`src/rtl/score_bcd_decoder_pkg.sv`:
```
// Shared types and constants for the score binary-to-BCD reader.
// BCD accumulator is always 10 digits wide, enough for any 32-bit score.
package score_pkg;

  typedef enum logic [1:0] {
    IDLE,
    LOAD,
    SHIFT,
    COMMIT
  } state_t;

  typedef logic [3:0] bcd_digit_t;

  localparam int unsigned BCD_DIGITS_MAX = 10;
  localparam int unsigned BCD_W          = 4 * BCD_DIGITS_MAX;

  // 10^n in 64 bits; 10^10 is needed as the NUM_DIGITS=10 overflow threshold.
  function automatic logic [63:0] pow10(input int unsigned n);
    logic [63:0] p;
    p = 64'd1;
    for (int unsigned k = 0; k < n; k++) begin
      p = p * 64'd10;
    end
    return p;
  endfunction

endpackage

```
`src/rtl/score_bcd_decoder_if.sv`:
```
// Score-in / digits-out bundle between the score counter, decoder and HUD.
interface score_bcd_decoder_if #(
  parameter int unsigned NUM_DIGITS = 6,
  parameter int unsigned SCORE_W    = 32
);

  logic [SCORE_W-1:0]      score;
  logic [4*NUM_DIGITS-1:0] digits;
  logic [NUM_DIGITS-1:0]   blank;
  logic                    overflow;
  logic                    valid;
  logic                    busy;

  modport master (
    output score,
    input  digits, blank, overflow, valid, busy
  );

  modport slave (
    input  score,
    output digits, blank, overflow, valid, busy
  );

endinterface

```
`src/rtl/score_bcd_decoder_add3.sv`:
```
// Double-dabble correction step for one BCD nibble: values >= 5 get +3.
module bcd_add3_nibble
  import score_pkg::*;
(
  input  bcd_digit_t din,
  output bcd_digit_t dout
);

  always_comb begin
    dout = (din >= 4'd5) ? bcd_digit_t'(din + 4'd3) : din;
  end

endmodule

```
`src/rtl/score_bcd_decoder.sv`:
```
// Sequential double-dabble score converter; outputs only move on COMMIT,
// so the HUD glyph lookup never sees a half-converted value.
module score_bcd_decoder
  import score_pkg::*;
#(
  parameter int unsigned NUM_DIGITS = 6,
  parameter int unsigned SCORE_W    = 32
) (
  input  logic                Clk,
  input  logic                Reset_n,
  score_bcd_decoder_if.slave  bus
);

  localparam int unsigned           CNT_W     = $clog2(SCORE_W) + 1;
  localparam logic [63:0]           OVF_LIMIT = pow10(NUM_DIGITS);
  localparam logic [CNT_W-1:0]      LAST_SHIFT = CNT_W'(SCORE_W - 1);
  localparam logic [NUM_DIGITS-1:0] BLANK_RST = ~(NUM_DIGITS'(1));

  state_t                  state;
  logic [SCORE_W-1:0]      last_score;
  logic [SCORE_W-1:0]      bin_sr;
  logic [BCD_W-1:0]        bcd_sr;
  logic [BCD_W-1:0]        bcd_adj;
  logic [CNT_W-1:0]        shift_cnt;
  logic                    overflow_next;

  logic [4*NUM_DIGITS-1:0] digits_q;
  logic [NUM_DIGITS-1:0]   blank_q;
  logic                    overflow_q;
  logic                    valid_q;
  logic                    busy_q;

  logic [4*NUM_DIGITS-1:0] digits_next;
  logic [NUM_DIGITS-1:0]   blank_next;

  for (genvar g = 0; g < BCD_DIGITS_MAX; g++) begin : g_add3
    bcd_add3_nibble u_add3 (
      .din  (bcd_sr[4*g +: 4]),
      .dout (bcd_adj[4*g +: 4])
    );
  end

  // Presented values, derived from the finished accumulator.
  always_comb begin
    logic        zero_run;
    int unsigned idx;
    digits_next = '0;
    blank_next  = '0;
    zero_run    = 1'b1;
    idx         = 0;
    for (int unsigned k = 0; k < NUM_DIGITS; k++) begin
      digits_next[4*k +: 4] = overflow_next ? 4'h9 : bcd_sr[4*k +: 4];
    end
    for (int unsigned k = 0; k < NUM_DIGITS; k++) begin
      idx      = NUM_DIGITS - 1 - k;
      zero_run = zero_run && (bcd_sr[4*idx +: 4] == 4'h0);
      blank_next[idx] = zero_run && (idx != 0) && !overflow_next;
    end
  end

  always_ff @(posedge Clk or negedge Reset_n) begin
    if (!Reset_n) begin
      state         <= IDLE;
      last_score    <= '0;
      bin_sr        <= '0;
      bcd_sr        <= '0;
      shift_cnt     <= '0;
      overflow_next <= 1'b0;
      digits_q      <= '0;
      blank_q       <= BLANK_RST;
      overflow_q    <= 1'b0;
      valid_q       <= 1'b0;
      busy_q        <= 1'b0;
    end else begin
      case (state)
        IDLE: begin
          if ((bus.score != last_score) || !valid_q) begin
            state  <= LOAD;
            busy_q <= 1'b1;
          end
        end
        LOAD: begin
          bin_sr        <= bus.score;
          last_score    <= bus.score;
          bcd_sr        <= '0;
          shift_cnt     <= '0;
          overflow_next <= (64'(bus.score) >= OVF_LIMIT);
          state         <= SHIFT;
        end
        SHIFT: begin
          {bcd_sr, bin_sr} <= {bcd_adj, bin_sr} << 1;
          shift_cnt        <= shift_cnt + CNT_W'(1);
          if (shift_cnt == LAST_SHIFT) begin
            state <= COMMIT;
          end
        end
        COMMIT: begin
          digits_q   <= digits_next;
          blank_q    <= blank_next;
          overflow_q <= overflow_next;
          valid_q    <= 1'b1;
          busy_q     <= 1'b0;
          state      <= IDLE;
        end
        default: begin
          state  <= IDLE;
          busy_q <= 1'b0;
        end
      endcase
    end
  end

  assign bus.digits   = digits_q;
  assign bus.blank    = blank_q;
  assign bus.overflow = overflow_q;
  assign bus.valid    = valid_q;
  assign bus.busy     = busy_q;

endmodule

```
`src/flat_wrapper.sv`:
```
// flat-port wrapper written by rule: the top's interface ports become plain ports
module score_bcd_decoder_flat import score_pkg::*;
#(
  parameter int unsigned NUM_DIGITS = 6,
  parameter int unsigned SCORE_W    = 32
)
  (Clk, Reset_n, bus_score, bus_digits, bus_blank, bus_overflow, bus_valid, bus_busy);
  score_bcd_decoder_if #(.NUM_DIGITS(NUM_DIGITS), .SCORE_W(SCORE_W)) bus_i ();
  input  logic Clk;
  input  logic Reset_n;
  input wire logic [$bits(bus_i.score)-1:0] bus_score;
  output wire logic [$bits(bus_i.digits)-1:0] bus_digits;
  output wire logic [$bits(bus_i.blank)-1:0] bus_blank;
  output wire logic [$bits(bus_i.overflow)-1:0] bus_overflow;
  output wire logic [$bits(bus_i.valid)-1:0] bus_valid;
  output wire logic [$bits(bus_i.busy)-1:0] bus_busy;
  assign bus_i.score = bus_score;
  assign bus_digits = bus_i.digits;
  assign bus_blank = bus_i.blank;
  assign bus_overflow = bus_i.overflow;
  assign bus_valid = bus_i.valid;
  assign bus_busy = bus_i.busy;
  score_bcd_decoder #(.NUM_DIGITS(NUM_DIGITS), .SCORE_W(SCORE_W)) u_core (.Clk(Clk), .Reset_n(Reset_n), .bus(bus_i));
endmodule
```
`config.mk`:
```
export PLATFORM = sky130hd
export DESIGN_NAME = score_bcd_decoder_flat
export DESIGN_NICKNAME = d
export VERILOG_FILES = /design/src/rtl/score_bcd_decoder_pkg.sv /design/src/rtl/score_bcd_decoder_if.sv /design/src/rtl/score_bcd_decoder_add3.sv /design/src/rtl/score_bcd_decoder.sv /design/src/flat_wrapper.sv
export SDC_FILE = /design/constraint.sdc
export NUM_CORES = 1
export LEC_CHECK = 0
export ABC_AREA = 1
export BUFFER_PORTS_ARGS = -buffer_cell sky130_fd_sc_hd__buf_2
export CAP_MARGIN = 10
export CORE_MARGIN = 2
export CORE_UTILIZATION = 30
export DETAILED_ROUTE_END_ITERATION = 16
export SKIP_CTS_REPAIR_TIMING = 1
export SYNTH_ARGS = -nofsm -noshare
export SYNTH_HDL_FRONTEND = slang
export SYNTH_SLANG_ARGS = --single-unit
```
`constraint.sdc`:
```
create_clock -name Clk -period 2.03 [get_ports Clk]
set_clock_uncertainty 0.1 [all_clocks]
set_input_delay 0.203 -clock Clk [delete_from_list [all_inputs] [get_ports Clk]]
set_output_delay 0.203 -clock Clk [all_outputs]
set_load 0.02 [all_outputs]
```
After elaboration in Yosys (flattened, before gate mapping)
Index checks and enable logic that the tools add are counted.

storage, ports and cells
  bits in registers = 145
  input port bits = 34
  output and inout bits = 33

operators by class
  $add $sub $neg = 11
  reductions and logical operators = 22
  magnitude comparators = 11
  multiplexer cells = 24
  equal/unequal tests = 7

operators with widths
  kind                                                                 count
  one-hot mux 40 bit (2 select lines)                                  1
  one-hot mux 32 bit (2 select lines)                                  1
  two-way mux 4 bit                                                    15
  greater-or-equal comparator 4 x 3 -> 1 bit, second input constant    10
  adder 4 x 2 -> 4 bit, second input constant                          9
  greater-or-equal comparator 32 x 20 -> 1 bit, second input constant  1
  inequality test 32 bit                                               1
  zero test 4 bit                                                      5
  one-hot mux 6 bit (2 select lines)                                   1
  logical AND 1 bit                                                    9
  one-hot mux 2 bit (4 select lines)                                   1
  adder 6 x 1 -> 6 bit, second input constant                          1
  == test 6 x 5 -> 1 bit, second input constant                        1
  == test 2 bit, second input constant                                 2
  two-way mux 2 bit                                                    2
  inequality test 2 x 1 -> 1 bit, second input constant                2
  AND reduction 2 bit                                                  2
  nonzero test 2 bit                                                   2
  adder 3 x 2 -> 3 bit, second input constant                          1
  two-way mux 3 bit                                                    1
  == test 2 x 1 -> 1 bit, second input constant                        1
  zero test 1 bit                                                      2
  zero test 2 bit                                                      1
  one-hot mux 1 bit (2 select lines)                                   1
  2 further kinds                                                      2

Logic depth before layout (Yosys ltp)
  depth after elaboration = 6
  mapped depth = 13

Cells and area by module
A second synthesis with hierarchy kept.

second synthesis, totals
  cell total of the unflattened synthesis = 823
  area, all modules = 6653.9 um^2

by module, submodules not included
  module             times used  cells an instance  area each (um^2)  sequential area each (um^2)
  score_bcd_decoder  1           685                5843.1            3234.4
  bcd_add3_nibble    6           23                 135.1             0.0

Worst setup path before layout
Ideal clock, no wire load.

  path kind = reg-to-reg
  start = register u_core.state[0]
  end = register u_core.bin_sr[21]
  data required time = 1.799 ns
  library setup time = 0.131 ns
  slack = 0.368 ns
  arrival time = 1.431 ns
  cell stages (with the launch flop) = 8
  cells stage by stage = dfrtp_1 > inv_1 > ha_1 > nand2_1 > clkinv_1 > clkbuf_1 > nand2_1 > o211ai_1

on the way
  longest elaborated chain between the ends = 2

RTL lines
  what                                                                              RTL line                 source
  start: declaration                                                                score_bcd_decoder.sv:19  state_t state;
  start signal: assignment                                                          score_bcd_decoder.sv:63  state <= IDLE;
  start signal: assignment                                                          score_bcd_decoder.sv:78  state <= LOAD;
  start signal: assignment                                                          score_bcd_decoder.sv:88  state <= SHIFT;
  == test 2 bit / == test 2 x 1 -> 1 bit (equally long branches)                    score_bcd_decoder.sv:75  case (state)
  one-hot mux 32 bit (2 select lines) / nonzero test 2 bit (equally long branches)  --
  end signal: assignment                                                            score_bcd_decoder.sv:83  bin_sr <= bus.score;
  end signal: assignment                                                            score_bcd_decoder.sv:91  {bcd_sr, bin_sr} <= {bcd_adj, bin_sr} << 1;
  end: declaration                                                                  score_bcd_decoder.sv:21  logic [SCORE_W-1:0] bin_sr;

Several ways; a longest one is shown, not always the timed one.
A chain may end at the register's enable or synchronous reset.

Final worst setup path
  start = register u_core.state[0]
  end = register u_core.bcd_sr[20]

on the way
  longest elaborated chain between the ends = 2

RTL lines
  what                                                                              RTL line                 source
  == test 2 bit / == test 2 x 1 -> 1 bit (equally long branches)                    score_bcd_decoder.sv:75
  one-hot mux 40 bit (2 select lines) / nonzero test 2 bit (equally long branches)  --
  end signal: assignment                                                            score_bcd_decoder.sv:91
  end: declaration                                                                  score_bcd_decoder.sv:22  logic [BCD_W-1:0] bcd_sr;

Several ways; a longest one is shown, not always the timed one.

==> results.md <==
* Outcome: complete, but fails checks
* Failing checks: negative hold slack
* RR Startpoint: u_core.state[0]
* H-tree depth at 4
* Internal at 5.10 mW
* Die width at between 100 and 150 µm
* Total power per unit cell area at just under 900 mW/mm²
* Post-Synthesis Cells at between 700 and 800
* Gr ovfl total at 0
* Final worst-path cycle share at 0.903
* CTS tree: done
* DRT antenna net count at 0
* Worst-path clk slew at roughly 0.050 ns
* Compound-cell area share of the yosys netlist at 0.145
* Number of synthesized flops with an enable pin at 0
* Largest family of logic cells by synthesized area: simple AND/OR/NAND/NOR gates
* Unrepaired setup endpoints after global routing: false
* Drt drc at 0
* Top-count cell post-synth: nand2_1
* Max cap viols at 0
* Setup slack after layout at between 0.15 and 0.2 ns
* Row cnt at 52
* Finished Cell Area at 0.00780 mm²
* Hold crit path type: primary input to flip-flop
* Total track usage at 0.140
* Initial antenna violation count at 0
* Chip height at between 100 and 150 µm
* Warnings, synthesis at 0
* GR Util met2 at 0.217
* Post-synthesis cell area at 0.00626 mm²
* Final Hold Vio Count at 1
* DP HPWL at around 10 mm
* Worst Hold End: u_core.last_score[30]
* Power share of the combinational group at 0.158
* Drt via density at approximately 4.5
* Placed Area at 0.00697 mm²
* Crit path required time at ~2.2 ns
* Post-route setup TNS at 0 ns
* Setup Crit Path Kind: flip-flop to flip-flop
* Worst Min Path Start: bus_score[30]
* Worst VDD drop at about 0.62 mV
* Worst Reg2Reg Path Length in Cells at 7
* CTS max path bufs at 2
* WL final at around 15 mm
* Initial DRC Count at around 230
* Vias in the first global route at 4,766
* Slowest CP cell: dfrtp_1
* Synth area leaders: dfrtp_1, nand2_1, o21ai_0
* Non-filler cells, final at about 1,100
* Total CTS buffers at 17
* Synth area leader: dfrtp_1
* Syn_nets at approximately 800
* Max-slew headroom at 0.659
* Core area at between 0.02 and 0.025 mm²
* Worst Path Arrival at roughly 2.0 ns
* Max Clk Rate at ~550 MHz
* R2R setup slack at between 0.15 and 0.2 ns
* Synthesized area per cell at between 8 and 9 µm²
* Worst-Margin Slew at slightly above 0.5 ns
* Most used routing layer: met2
* Max-slew violations at 0
* Crit Reg-Reg Endpoint: u_core.bcd_sr[20]
* GR Util met1 at 0.192
* Final setup violation count at 0
* CP max stage delay at between 0.3 and 0.4 ns
* Antenna diode count at 0
* Predominant post-synthesis flop cell: dfrtp_1
* First-pass iteration count of the detailed router at 4
* M3 GR Usage at 0.0390
* Final hold slack at -0.0108 ns
* Async set or reset register ratio after synthesis at 1.00
* Reg power frac at 0.416
* Post-synthesis mux area share at 0
* Synthesis-to-layout area growth at 24.6%
* First-pass GRT wire length at around 24 mm
* Nature of the critical path endpoint: flip-flop
* WHS Path Cells at 3
* Synth Area in Adders at 0.0459
* Commonest cells in the netlist: nand2_1, dfrtp_1, inv_1, o21ai_0, nor2_1
* CP Cell Sequence: inv_1 > ha_1 > nand2_1 > buf_4 > a21oi_1 > o311ai_0 > o21ai_0
* Seq/Total Area, Yosys at 0.516
* Die footprint at between 0.02 and 0.025 mm²
* Starting Density at 0.308
* Critical Path Source: u_core.state[0]
* Synth unique cells at 40
* Worst Path Max Fanout at 12
* Switch Pwr at around 1.9 mW
* Fillers at 2,057
* Post-Synth Simple-Gate Area at 0.203
* Routability cong. at ~0.8
* Port bufs at 65
* #FFs+latches synth at 129
* Fin crit period at ~1.8 ns
* Placed insts at between 1,000 and 1,500
* CTS sink count at between 100 and 150
* Via count at between 5,000 and 6,000
* Clock share of power at 0.426
* Routed len/inst at around 13 µm
* Pleak at approximately 3.8 nW
* Xor/xnor share of the synthesized area at 0.0126
* CP startpoint kind: flip-flop
* Count of nets after finishing at between 900 and 1,000
* Top-area cell type share of the netlist area at 0.495
* Worst skew pair latency at 0.42 ns
* Pre-CTS WS at between 0.1 and 0.15 ns
* Clk root buf: clkbuf_16
* Largest net degree at the start of global routing at between 60 and 70
* I/O Pins at 67
* Switching share of power at 0.269
* Layout cells sized above 1 at 0.151
==> per-layer routing <==
metal  vias up  share of wire
met5         -              0
met4         0         0.0083
met3        11          0.046
met2        98           0.47
met1      2396           0.48
li1       2620              -
==> cell type report <==
| type | count | area (µm²) | area share |
|---|---|---|---|
| Clock inverter | 6 | 82.6 | 0.0106 |
| Clock buffer | 26 | 489 | 0.0627 |
| Multi-Input combinational cell | 493 | 2550 | 0.326 |
| Sequential cell | 129 | 3230 | 0.414 |
| Timing Repair Buffer | 105 | 738 | 0.0946 |
| Tap cell | 270 | 338 | 0.0433 |
| Inverter | 100 | 375 | 0.0481 |
==> worst max path at each step <==
stage | to | slack, ns | depth (start not counted)
floorplan | u_core.bin_sr[21] | 0.37 | 7
global placement | u_core.bcd_sr[21] | 0.20 | 7
detailed placement | u_core.bcd_sr[5] | 0.11 | 7
CTS | u_core.bcd_sr[5] | 0.08 | 7
global route | u_core.bcd_sr[20] | 0.04 | 7
finish | u_core.bcd_sr[20] | 0.20 | 7
==> kinds of logic (layout without fill, tap and decap cells) <==
group | Yosys count | after routing
adders and majority gates | 23 | 23
DFF | 129 | 129
and+or+nand+nor | 303 | 303
AOI/OAI and AO/OA | 157 | 157
xor gates and xnor gates | 9 | 9
buffers and inverters | 125 | 237
other | 1 | 1
==> worst max-delay path: cells and delay by family, from the launching register on <==
kind,cells,cell delay [ns]
adders and majority gates,1,0.36
AOI/OAI and AO/OA,3,0.38
DFF,1,0.39
buffers and inverters,2,0.32
and+or+nand+nor,1,0.11
==> registers in the layout, indices dropped and copies added, names as in the netlist, 2 cells and up <==
| name | count |
|---|---|
| u_core.shift_cnt | 6 |
| u_core.bcd_sr | 24 |
| u_core.bus.blank | 5 |
| u_core.state | 2 |
| u_core.bin_sr | 32 |
| u_core.last_score | 32 |
| u_core.bus.digits | 24 |
==> placed cells by master, fill, tap and decap left out, drive strengths merged, types with 5 or more instances in the layout <==
cell / instances
o21ai: 81
buf: 79
dfstp: 5
nand2: 213
clkbuf: 26
dfrtp: 124
dlygate4sd3: 26
nand3: 21
or2: 6
o22ai: 8
nor2: 47
nand4: 9
o211ai: 28
xnor2: 6
ha: 23
a21oi: 28
inv: 99
==> through the flow <==
| step | hold slack (ns) | power [mW] | util |
|---|---|---|---|
| floorplan | -0.193 | 3.68 | - |
| global placement | 0.0262 | 3.99 | 0.342 |
| detailed placement | 0.0281 | 4.02 | 0.342 |
| CTS | -0.424 | 7.03 | 0.370 |
| global route | 0.00242 | 7.39 | 0.383 |
| finish | -0.0108 | 6.98 | 0.383 |
==> power groups by stage <==
stage	clock [mW]	sequential (mW)	combinational [mW]
2_1_floorplan	0	2.91	0.770
3_3_place_gp	0	2.94	1.05
3_5_place_dp	0	2.94	1.07
4_1_cts	3.05	2.90	1.08
5_1_grt	3.17	2.93	1.29
6_report	2.97	2.90	1.10
Power figures use the tool's default switching activity.
